===== src/rtl/ps2_kbd_rx.sv =====
`timescale 1ns/1ps
`default_nettype none
// ============================================================================
// Module   : ps2_kbd_rx
// Purpose  : PS/2 keyboard receiver. Synchronises and de-glitches the
//            keyboard lines, deframes 11-bit frames with odd-parity and
//            stop-bit checking, and queues scan codes in a show-ahead FIFO
//            that the bus reads as {ps2_ready, key}. A rising edge on
//            ps2_rd pops one entry.
// Options  : PS2_BREAK_FILTER_EN - when defined, a valid F0 break prefix and
//            the byte that follows it are swallowed instead of queued.
// Revision : 1.0 - initial release
// ============================================================================
module ps2_kbd_rx #(
    parameter int FIFO_DEPTH  = 8,
    parameter int FILT_LEN    = 8,
    parameter int TIMEOUT_CYC = 50000
) (
    input  logic       clk,
    input  logic       rst,
    input  logic       ps2_clk,
    input  logic       ps2_data,
    input  logic       ps2_rd,
    output logic [7:0] key,
    output logic       ps2_ready,
    output logic       overflow,
    output logic       parity_err
);

    localparam int AW  = $clog2(FIFO_DEPTH);
    localparam int PW  = AW + 1;
    localparam int FCW = (FILT_LEN > 1) ? $clog2(FILT_LEN) : 1;
    localparam int TOW = $clog2(TIMEOUT_CYC + 1);

    typedef enum logic [1:0] {
        ST_IDLE   = 2'd0,
        ST_DATA   = 2'd1,
        ST_PARITY = 2'd2,
        ST_STOP   = 2'd3
    } state_t;

    // ---------------- input conditioning ----------------
    logic           clk_s1_q, clk_s2_q, dat_s1_q, dat_s2_q;
    logic           filt_q, fall_q;
    logic [FCW-1:0] filt_cnt_q;

    // Two-stage synchronisers for both asynchronous keyboard lines.
    always_ff @(posedge clk or negedge rst) begin
        if (!rst) begin
            clk_s1_q <= 1'b1;
            clk_s2_q <= 1'b1;
            dat_s1_q <= 1'b1;
            dat_s2_q <= 1'b1;
        end else begin
            clk_s1_q <= ps2_clk;
            clk_s2_q <= clk_s1_q;
            dat_s1_q <= ps2_data;
            dat_s2_q <= dat_s1_q;
        end
    end

    // Glitch filter: the filtered clock flips only after FILT_LEN consecutive
    // differing samples; fall_q pulses for one cycle on a 1->0 flip.
    always_ff @(posedge clk or negedge rst) begin
        if (!rst) begin
            filt_q     <= 1'b1;
            filt_cnt_q <= '0;
            fall_q     <= 1'b0;
        end else begin
            fall_q <= 1'b0;
            if (clk_s2_q == filt_q) begin
                filt_cnt_q <= '0;
            end else if (filt_cnt_q == FCW'(FILT_LEN - 1)) begin
                filt_q     <= clk_s2_q;
                filt_cnt_q <= '0;
                fall_q     <= filt_q;
            end else begin
                filt_cnt_q <= filt_cnt_q + FCW'(1);
            end
        end
    end

    // ---------------- frame FSM ----------------
    state_t         state_q, state_d;
    logic [2:0]     bitcnt_q, bitcnt_d;
    logic [7:0]     shift_q, shift_d;
    logic           par_q, par_d;
    logic [TOW-1:0] to_cnt_q, to_cnt_d;
    logic           push_w, perr_set_w, perr_clr_w;
`ifdef PS2_BREAK_FILTER_EN
    logic           skip_q, skip_d;
`endif

    // Frame state and shift register.
    always_ff @(posedge clk or negedge rst) begin
        if (!rst) begin
            state_q  <= ST_IDLE;
            bitcnt_q <= 3'd0;
            shift_q  <= 8'h00;
            par_q    <= 1'b0;
            to_cnt_q <= '0;
`ifdef PS2_BREAK_FILTER_EN
            skip_q   <= 1'b0;
`endif
        end else begin
            state_q  <= state_d;
            bitcnt_q <= bitcnt_d;
            shift_q  <= shift_d;
            par_q    <= par_d;
            to_cnt_q <= to_cnt_d;
`ifdef PS2_BREAK_FILTER_EN
            skip_q   <= skip_d;
`endif
        end
    end

    // Next-state logic: advances only on a filtered falling edge; a stalled
    // frame is abandoned once the inter-edge counter expires.
    always_comb begin
        state_d    = state_q;
        bitcnt_d   = bitcnt_q;
        shift_d    = shift_q;
        par_d      = par_q;
        push_w     = 1'b0;
        perr_set_w = 1'b0;
        perr_clr_w = 1'b0;
`ifdef PS2_BREAK_FILTER_EN
        skip_d     = skip_q;
`endif
        to_cnt_d   = (state_q == ST_IDLE || fall_q) ? '0 : to_cnt_q + TOW'(1);

        if (fall_q) begin
            case (state_q)
                ST_IDLE: begin
                    if (!dat_s2_q) begin
                        state_d  = ST_DATA;
                        bitcnt_d = 3'd0;
                    end
                end
                ST_DATA: begin
                    shift_d  = {dat_s2_q, shift_q[7:1]};
                    bitcnt_d = bitcnt_q + 3'd1;
                    if (bitcnt_q == 3'd7) begin
                        state_d = ST_PARITY;
                    end
                end
                ST_PARITY: begin
                    par_d   = dat_s2_q;
                    state_d = ST_STOP;
                end
                ST_STOP: begin
                    state_d = ST_IDLE;
                    if (dat_s2_q && (^{shift_q, par_q})) begin
                        perr_clr_w = 1'b1;
`ifdef PS2_BREAK_FILTER_EN
                        if (skip_q) begin
                            skip_d = 1'b0;
                        end else if (shift_q == 8'hF0) begin
                            skip_d = 1'b1;
                        end else begin
                            push_w = 1'b1;
                        end
`else
                        push_w = 1'b1;
`endif
                    end else begin
                        perr_set_w = 1'b1;
                    end
                end
                default: state_d = ST_IDLE;
            endcase
        end else if (state_q != ST_IDLE && to_cnt_q == TOW'(TIMEOUT_CYC - 1)) begin
            state_d = ST_IDLE;
`ifdef PS2_BREAK_FILTER_EN
            skip_d  = 1'b0;
`endif
        end
    end

    // ---------------- scan-code FIFO ----------------
    logic [7:0]  mem_q [FIFO_DEPTH];
    logic [AW:0] wr_ptr_q, wr_ptr_d, rd_ptr_q, rd_ptr_d;
    logic        rd_prev_q;
    logic [7:0]  key_q, key_d, head_w;
    logic        ready_q, ready_d, ovf_q, ovf_d, perr_q, perr_d;
    logic        empty_w, full_w, pop_w, wr_en_w;

    // Pointer arithmetic and the registered show-ahead head value.
    always_comb begin
        empty_w  = (wr_ptr_q == rd_ptr_q);
        full_w   = (wr_ptr_q[AW] != rd_ptr_q[AW]) &&
                   (wr_ptr_q[AW-1:0] == rd_ptr_q[AW-1:0]);
        pop_w    = ps2_rd && !rd_prev_q && !empty_w;
        wr_en_w  = push_w && (!full_w || pop_w);
        wr_ptr_d = wr_ptr_q + PW'(wr_en_w);
        rd_ptr_d = rd_ptr_q + PW'(pop_w);
        // A byte written this cycle becomes the head only if nothing older remains.
        if (wr_en_w && (wr_ptr_q[AW-1:0] == rd_ptr_d[AW-1:0])) begin
            head_w = shift_q;
        end else begin
            head_w = mem_q[rd_ptr_d[AW-1:0]];
        end
        ready_d  = (wr_ptr_d != rd_ptr_d);
        key_d    = ready_d ? head_w : 8'h00;
        ovf_d    = ovf_q;
        if (pop_w) begin
            ovf_d = 1'b0;
        end else if (push_w && full_w) begin
            ovf_d = 1'b1;
        end
        perr_d   = perr_q;
        if (perr_set_w) begin
            perr_d = 1'b1;
        end else if (perr_clr_w) begin
            perr_d = 1'b0;
        end
    end

    // FIFO storage (no reset needed: contents are only visible when valid).
    always_ff @(posedge clk) begin
        if (wr_en_w) begin
            mem_q[wr_ptr_q[AW-1:0]] <= shift_q;
        end
    end

    // FIFO pointers, read-strobe edge history and registered outputs.
    always_ff @(posedge clk or negedge rst) begin
        if (!rst) begin
            wr_ptr_q  <= '0;
            rd_ptr_q  <= '0;
            rd_prev_q <= 1'b0;
            key_q     <= 8'h00;
            ready_q   <= 1'b0;
            ovf_q     <= 1'b0;
            perr_q    <= 1'b0;
        end else begin
            wr_ptr_q  <= wr_ptr_d;
            rd_ptr_q  <= rd_ptr_d;
            rd_prev_q <= ps2_rd;
            key_q     <= key_d;
            ready_q   <= ready_d;
            ovf_q     <= ovf_d;
            perr_q    <= perr_d;
        end
    end

    assign key        = key_q;
    assign ps2_ready  = ready_q;
    assign overflow   = ovf_q;
    assign parity_err = perr_q;

endmodule
`default_nettype wire


===== config.mk =====
export PLATFORM = sky130hd
export DESIGN_NAME = ps2_kbd_rx
export DESIGN_NICKNAME = d
export VERILOG_FILES = /design/src/rtl/ps2_kbd_rx.sv
export SDC_FILE = /design/constraint.sdc
export NUM_CORES = 1
export LEC_CHECK = 0
export ABC_AREA = 1
export CAP_MARGIN = 15
export CORE_UTILIZATION = 38
export CTS_CLUSTER_SIZE = 40
export DETAILED_ROUTE_END_ITERATION = 7
export PLACE_DENSITY = 0.65
export SETUP_SLACK_MARGIN = 0.1
export SYNTH_ARGS = -nofsm -noshare
export SYNTH_HDL_FRONTEND = slang
export SYNTH_SLANG_ARGS = --single-unit

===== constraint.sdc =====
create_clock -name clk -period 3.5 [get_ports clk]
set_input_delay 0.525 -clock clk [delete_from_list [all_inputs] [get_ports clk]]
set_output_delay 0.525 -clock clk [all_outputs]
set_load 0.1 [all_outputs]

==> qor.txt, run 1 <==
outcome: completed
CTS root buf: clkbuf_16
power share of the clock group: 36.1%
Setup TNS: 0 ns
die span in y: 121 um
initial antenna violation count: 0
crit start category: register
Comb power frac: 29.8%
crit path kind: reg2reg
PortBufs: 15
CTS Buffer Depth: 2
Switch Pwr: 1680 uW
post-synth top area cell: edfxtp_1
PD cells: 757 mW/mm2
max_slew headroom: 34.6%
RSZ-0062 raised after global routing: false
Cells after DPL: 705
FILL cells: 1284
switching share of power: 34.5%
layout cell share with drive strength beyond 1: 15.4%
hold slack final: 0.117 ns
count of different cell masters after synthesis: 39
Pins Over Slew Limit: 0
top cells by count, synth: 124 x nand2_1, 64 x edfxtp_1, 54 x dfrtp_1, 41 x nand3_1, 34 x inv_1
vias after detailed routing: 3624
routed wire length: 11000 um
Post-synth EDFFs: 64
# setup viols final: 0
Pleak: 0.00267 uW
top_reg_cell synth: edfxtp_1
vias in the first global route: 3672
async set-reset flop share out of synthesis: 48.0%
DR WL/cell: 14.9 um
most numerous cell in the Yosys netlist: nand2_1
initial drt markers: 219
HP Class: in2async
dpl hpwl: 7320 um
sequential-to-total area share from yosys stat: 62.9%
post-DR vias/cell: 4.92
Max Freq: 325 MHz
first-pass GRT wire length: 18300 um
endpoints failing hold: 0
diodes inserted: 0
Initial Util: 39.0%
FF+latch count, synth: 123
Layout area overhead: 18.8%
Critical Path AT: 3.42 ns
grt ovf: 0
top cells by area, synth: edfxtp_1 36%, dfrtp_1 25%, nand2_1 8.6%
router iterations before antenna repair: 4
critical-path maximum fanout: 16
synthesized area: 0.00541 mm2
CP Capture Type: register
H-tree Lvls: 4
die width: 121 um
Synth Net Count: 529
FP Rows: 43
required time worst endpoint: 3.85 ns
power share of the sequential group: 34.1%
Remaining DRCs: 0
Setup Skew: 0.0104 ns
clock sink total: 123
Num CTS Buffers: 17
maximum vdd drop: 0.395 mV
period utilization: 87.9%
worst-margin pin slew: 0.978 ns
worst-case reg-to-reg path depth: 14
io pins: 16
Layout Cells excl Fill: 737
die area: 0.0147 mm2
Layout Nets: 562
syn avg cell area: 10.6 um2
total track usage: 16.5%
Final GP Congestion: 0.809
Gate Count Post-Synth: 511
min Tclk post-route: 3.08 ns
Clock Latency Late Sink: 0.41 ns
largest net degree at the start of global routing: 35
Final ANT Viol Nets: 0
MaxCap Viol Count: 0
share of the synthesized area in the top cell type: 35.5%
clock transition at the registers of the reported paths: 0.06 ns
Syn. warnings: 0
core outline area: 0.0139 mm2
internal power: 3190 uW
CTS tree: done
## routing by layer
| layer | wire [um] | GRT usage, % | vias up |
|---|---|---|---|
| li1 | - | - | 1794 |
| met1 | 4840 | 20.6 | 1760 |
| met2 | 5540 | 27.7 | 57 |
| met3 | 429 | 3.76 | 13 |
| met4 | 141 | 6.40 | 0 |
| met5 | 0 | 0 | - |
## power groups by stage
| stage | sequential, uW | combinational, uW | clock [uW] |
|---|---|---|---|
| 3_5_place_dp | 1690 | 1450 | 0 |
| 3_3_place_gp | 1690 | 1430 | 0 |
| 4_1_cts | 1660 | 1460 | 1780 |
| 6_report | 1660 | 1450 | 1760 |
| 2_1_floorplan | 1940 | 805 | 0 |
| 5_1_grt | 1670 | 1580 | 1840 |
## worst max-delay path: stages (launching register included)
cell	delay [ns]
dfrtp_1	0.49
xnor2_1	0.23
nand2_1	0.07
nor2_1	0.12
a21boi_0	0.15
ha_1	0.24
ha_1	0.57
inv_2	0.10
nand2_1	0.08
nand4_1	0.08
nor2_1	0.21
nand4_4	0.33
nand2_1	0.16
clkinv_1	0.09
nor2_2	0.10
## cell type report
type | instances | area, um2 | area share [%]
Clock inverter | 14 | 170 | 2.65
Clock buffer | 18 | 429 | 6.67
Inverter | 44 | 165 | 2.57
Tap cell | 180 | 225 | 3.50
Sequential cell | 123 | 3410 | 53.0
Multi-Input combinational cell | 327 | 1760 | 27.3
Timing Repair Buffer | 31 | 278 | 4.32
## state kept, by name, indices dropped and copies added, names as in the netlist, 2 cells and up
| register | count |
|---|---|
| filt_cnt_q | 3 |
| wr_ptr_q | 4 |
| key | 8 |
| rd_ptr_q | 4 |
| to_cnt_q | 16 |
| state_q | 2 |
| mem_q | 64 |
| bitcnt_q | 3 |
| shift_q | 8 |
## layout by cell type, fill, tap and decap left out, types with 5 or more instances in the layout
master	n
a21oi_1	30
a32oi_1	8
buf_4	15
clkbuf_16	17
clkdlybuf4s50_1	14
dfrtp_1	52
dfstp_2	5
edfxtp_1	64
ha_1	13
inv_1	34
inv_2	7
nand2_1	124
nand3_1	41
nor2_1	28
nor2_2	13
nor3_1	9
o21ai_0	18
xnor2_1	10
xor2_1	6
## repair_timing
| item | in CTS | in global routing |
|---|---|---|
| resized for setup | 0 | 2 |
| setup buffers | 0 | 0 |
| hold buffers | 0 | 0 |
| endpoints found under the setup margin | 0 | 9 |
## final timing paths
path                             startpoint          to  slack [ns]
worst max-delay path            wr_ptr_q[1]      key[0]        0.42
worst min register to register     dat_s1_q    dat_s2_q        0.36
min in group clk                   dat_s1_q    dat_s2_q        0.36
worst max register to register  wr_ptr_q[1]      key[0]        0.42
max in group asynchronous               rst  shift_q[0]        2.65
worst min-delay path                    rst  shift_q[1]        0.12
## metrics by stage
step	cell area [um2]	util, %	setup slack, ns	total power [uW]
finish	6430	46.3	0.424	4870
global placement	5830	42.0	0.331	3120
global route	6430	46.3	0.113	5100
detailed placement	5830	42.0	0.138	3140
floorplan	5410	-	0.920	2750
CTS	6430	46.3	0.263	4900
## logic make-up (layout without fill, tap and decap cells)
group / count (synthesis) / in the layout / synth area share [%]
AND/OR/NAND/NOR: 228 / 228 / 18.5
flip-flops: 123 / 123 / 62.9
buffers and inverters: 61 / 107 / 4.67
XOR/XNOR: 17 / 17 / 3.10
AO/OA/AOI/OAI: 67 / 67 / 7.42
adder cells (fa/ha/maj): 13 / 13 / 3.01
multiplexers: 2 / 2 / 0.393
Power figures use the tool's default switching activity.
==> inputs of run 2 (changes only) <==
--- a/config.mk
+++ b/config.mk
@@ -7,9 +7,11 @@
 export LEC_CHECK = 0
 export ABC_AREA = 1
 export CAP_MARGIN = 15
+export CORE_MARGIN = 10
 export CORE_UTILIZATION = 38
 export CTS_CLUSTER_SIZE = 40
 export DETAILED_ROUTE_END_ITERATION = 7
+export GPL_TIMING_DRIVEN = 0
 export PLACE_DENSITY = 0.65
 export SETUP_SLACK_MARGIN = 0.1
 export SYNTH_ARGS = -nofsm -noshare
==> run 2 against run 1 <==
  * Sequential share of layout area down 0.26 points
  * Final area up 0.56%
  * Critical path depth up 1
  * Total power up 2.9%
  * Sequential cell count unchanged
  * Register-to-register slack about the same
  * Highest routed layer unchanged
==> qor.txt, run 2 (synthesis results as in run 1) <==
critical-path maximum fanout: 10 (-6)
die area: 0.0194 mm2 (+32%)
diodes inserted: 0 (unchanged)
hold slack final: 0.138 ns (+0.0209 ns)
min Tclk post-route: 3.08 ns (+0.00247 ns)
design area: 0.00647 mm2 (+0.56%)
PD cells: 775 mW/mm2 (+2.3%)
CTS root buf: clkbuf_16
max_slew headroom: 26.8% (-7.8 points)
final core occ: 46.4% (+0.082 points)
die width: 139 um (+15%)
internal power: 3310 uW (+4.0%)
Pleak: 0.00267 uW (about the same)
layout cell share with drive strength beyond 1: 14.6% (-0.82 points)
post-DR vias/cell: 5.04 (+2.5%)
CTS tree: done
initial antenna violation count: 0 (unchanged)
largest net degree at the start of global routing: 33 (-5.7%)
die span in y: 139 um (+15%)
total track usage: 12.0% (-4.6 points)
Layout Nets: 566 (+0.71%)
H-tree Lvls: 4 (unchanged)
MaxCap Viol Count: 0 (unchanged)
Final ANT Viol Nets: 0 (unchanged)
HP Class: in2async
outcome: completed
switching share of power: 33.9% (-0.69 points)
Max Freq: 325 MHz (about the same)
crit path kind: reg2reg
vias after detailed routing: 3735 (+3.1%)
FP Rows: 43 (unchanged)
commonest non-fill, non-tap cell in the layout: nand2_1
period utilization: 87.9% (about the same)
power share of the clock group: 37.9% (+1.8 points)
endpoints failing hold: 0 (unchanged)
required time worst endpoint: 3.81 ns (-0.04 ns)
Setup TNS: 0 ns (unchanged)
clock sink total: 123 (unchanged)
Post-CTS Hold Fix Bufs: 0 (unchanged)
Critical Path AT: 3.39 ns (-0.03 ns)
Num CTS Buffers: 17 (unchanged)
crit start category: register
worst-margin pin slew: 1.09 ns (+0.112 ns)
Switch Pwr: 1700 uW (+0.84%)
power share of the sequential group: 33.1% (-1.0 points)
first-pass GRT wire length: 18800 um (+2.6%)
RSZ-0062 raised after global routing: false
CTS Buffer Depth: 2 (unchanged)
Final GP Congestion: 0.817 (+0.99%)
Initial Util: 38.8% (-0.15 points)
DR WL/cell: 15.2 um (+2.0%)
Remaining DRCs: 0 (unchanged)
# setup viols final: 0 (unchanged)
initial drt markers: 276 (+26%)
Clock Latency Late Sink: 0.42 ns (about the same)
router iterations before antenna repair: 5 (+1)
Pins Over Slew Limit: 0 (unchanged)
max FFs per register: 64 (unchanged)
grt ovf: 0 (unchanged)
Layout area overhead: 19.5%
clock transition at the registers of the reported paths: 0.06 ns (about the same)
Setup Buffers After CTS: 0 (unchanged)
Comb power frac: 29.1% (-0.7 points)
Setup Skew: 0.00934 ns (-0.00106 ns)
vias in the first global route: 3793 (+3.3%)
io pins: 16 (unchanged)
core outline area: 0.0139 mm2 (+0.39%)
CP Capture Type: register
dpl hpwl: 7600 um (+3.8%)
most frequent cells in the layout: 124 x nand2_1, 64 x edfxtp_1, 50 x dfrtp_1
Post-DP Area: 0.00581 mm2 (-0.26%)
PortBufs: 15 (unchanged)
maximum vdd drop: 0.472 mV (+19%)
routed wire length: 11200 um (+2.5%)
==> run 2: changes by cell type in the layout (fill, tap and decap cells not counted), moves of 2 or more <==
cell	before	now
buf_4	15	1
clkbuf_1	1	13
buf_2	1	6
inv_6	3	0
bufinv_16	3	5
clkinv_2	2	4
dfrtp_1	52	50
dfrtp_2	2	4
==> run 2: final timing paths <==
check / cells past startpoint / slack [ns] / to / start
max: 15 / 0.42 / key[5] / wr_ptr_q[1]
min: 1 / 0.14 / key[6] / rst
max reg2reg: 15 / 0.42 / key[5] / wr_ptr_q[1]
min reg2reg: 0 / 0.35 / clk_s2_q / clk_s1_q
max in group asynchronous: 2 / 2.67 / clk_s2_q / rst
min in group clk: 0 / 0.35 / clk_s2_q / clk_s1_q
==> run 2: area by class of cell <==
class | count | area (um2)
fill | 1261 | 7470
sequential | 123 | 3410
multi-input combinational | 327 | 1760
clock buffer | 19 | 443
tap | 180 | 225
clock inverter | 13 | 198
timing repair buffer | 18 | 175
inverter | 44 | 165
buffer | 17 | 87.6
==> run 2: per-stage QoR <==
step | total power, uW | std cells | worst slack, ns
3_5_place_dp | 3130 | 708 | 0.0790
2_1_floorplan | 2750 | 511 | 0.920
5_1_grt | 5240 | 741 | 0.158
3_3_place_gp | 3100 | 706 | -0.0194
6_report | 5010 | 741 | 0.422
4_1_cts | 5030 | 740 | 0.253
==> run 2: worst max-delay path: stages, from the launching register on <==
cell      delay (ns)
dfrtp_1         0.38
buf_2           0.17
xnor2_1         0.18
nand2_1         0.06
nor2_1          0.12
a21boi_0        0.13
ha_1            0.24
ha_1            0.32
clkbuf_1        0.28
nand2_1         0.15
nand4_1         0.08
nor2_1          0.23
nand4_4         0.23
buf_12          0.22
o21bai_2        0.13
nor2_2          0.04
==> run 2: power by group through the flow <==
stage	Clock (uW)	Sequential (uW)	Combinational [uW]
6_report	1900	1660	1460
5_1_grt	1980	1670	1600
4_1_cts	1910	1660	1460
3_5_place_dp	0	1690	1440
3_3_place_gp	0	1680	1420
2_1_floorplan	0	1940	805
==> run 2: timing repair <==
item                                    in CTS  in global routing
hold endpoints to repair                     0                  0
endpoints found under the setup margin       0                  9
resized for setup                            0                  5
==> run 2: per-layer routing <==
layer  vias to the layer above  GRT usage [%]  share of wire, %
met1                      1829           14.0                42
met4                         0           5.88               1.9
met5                         -              0                 0
met3                        19           3.06               5.3
met2                        85           19.9                51
li1                       1802              -                 -
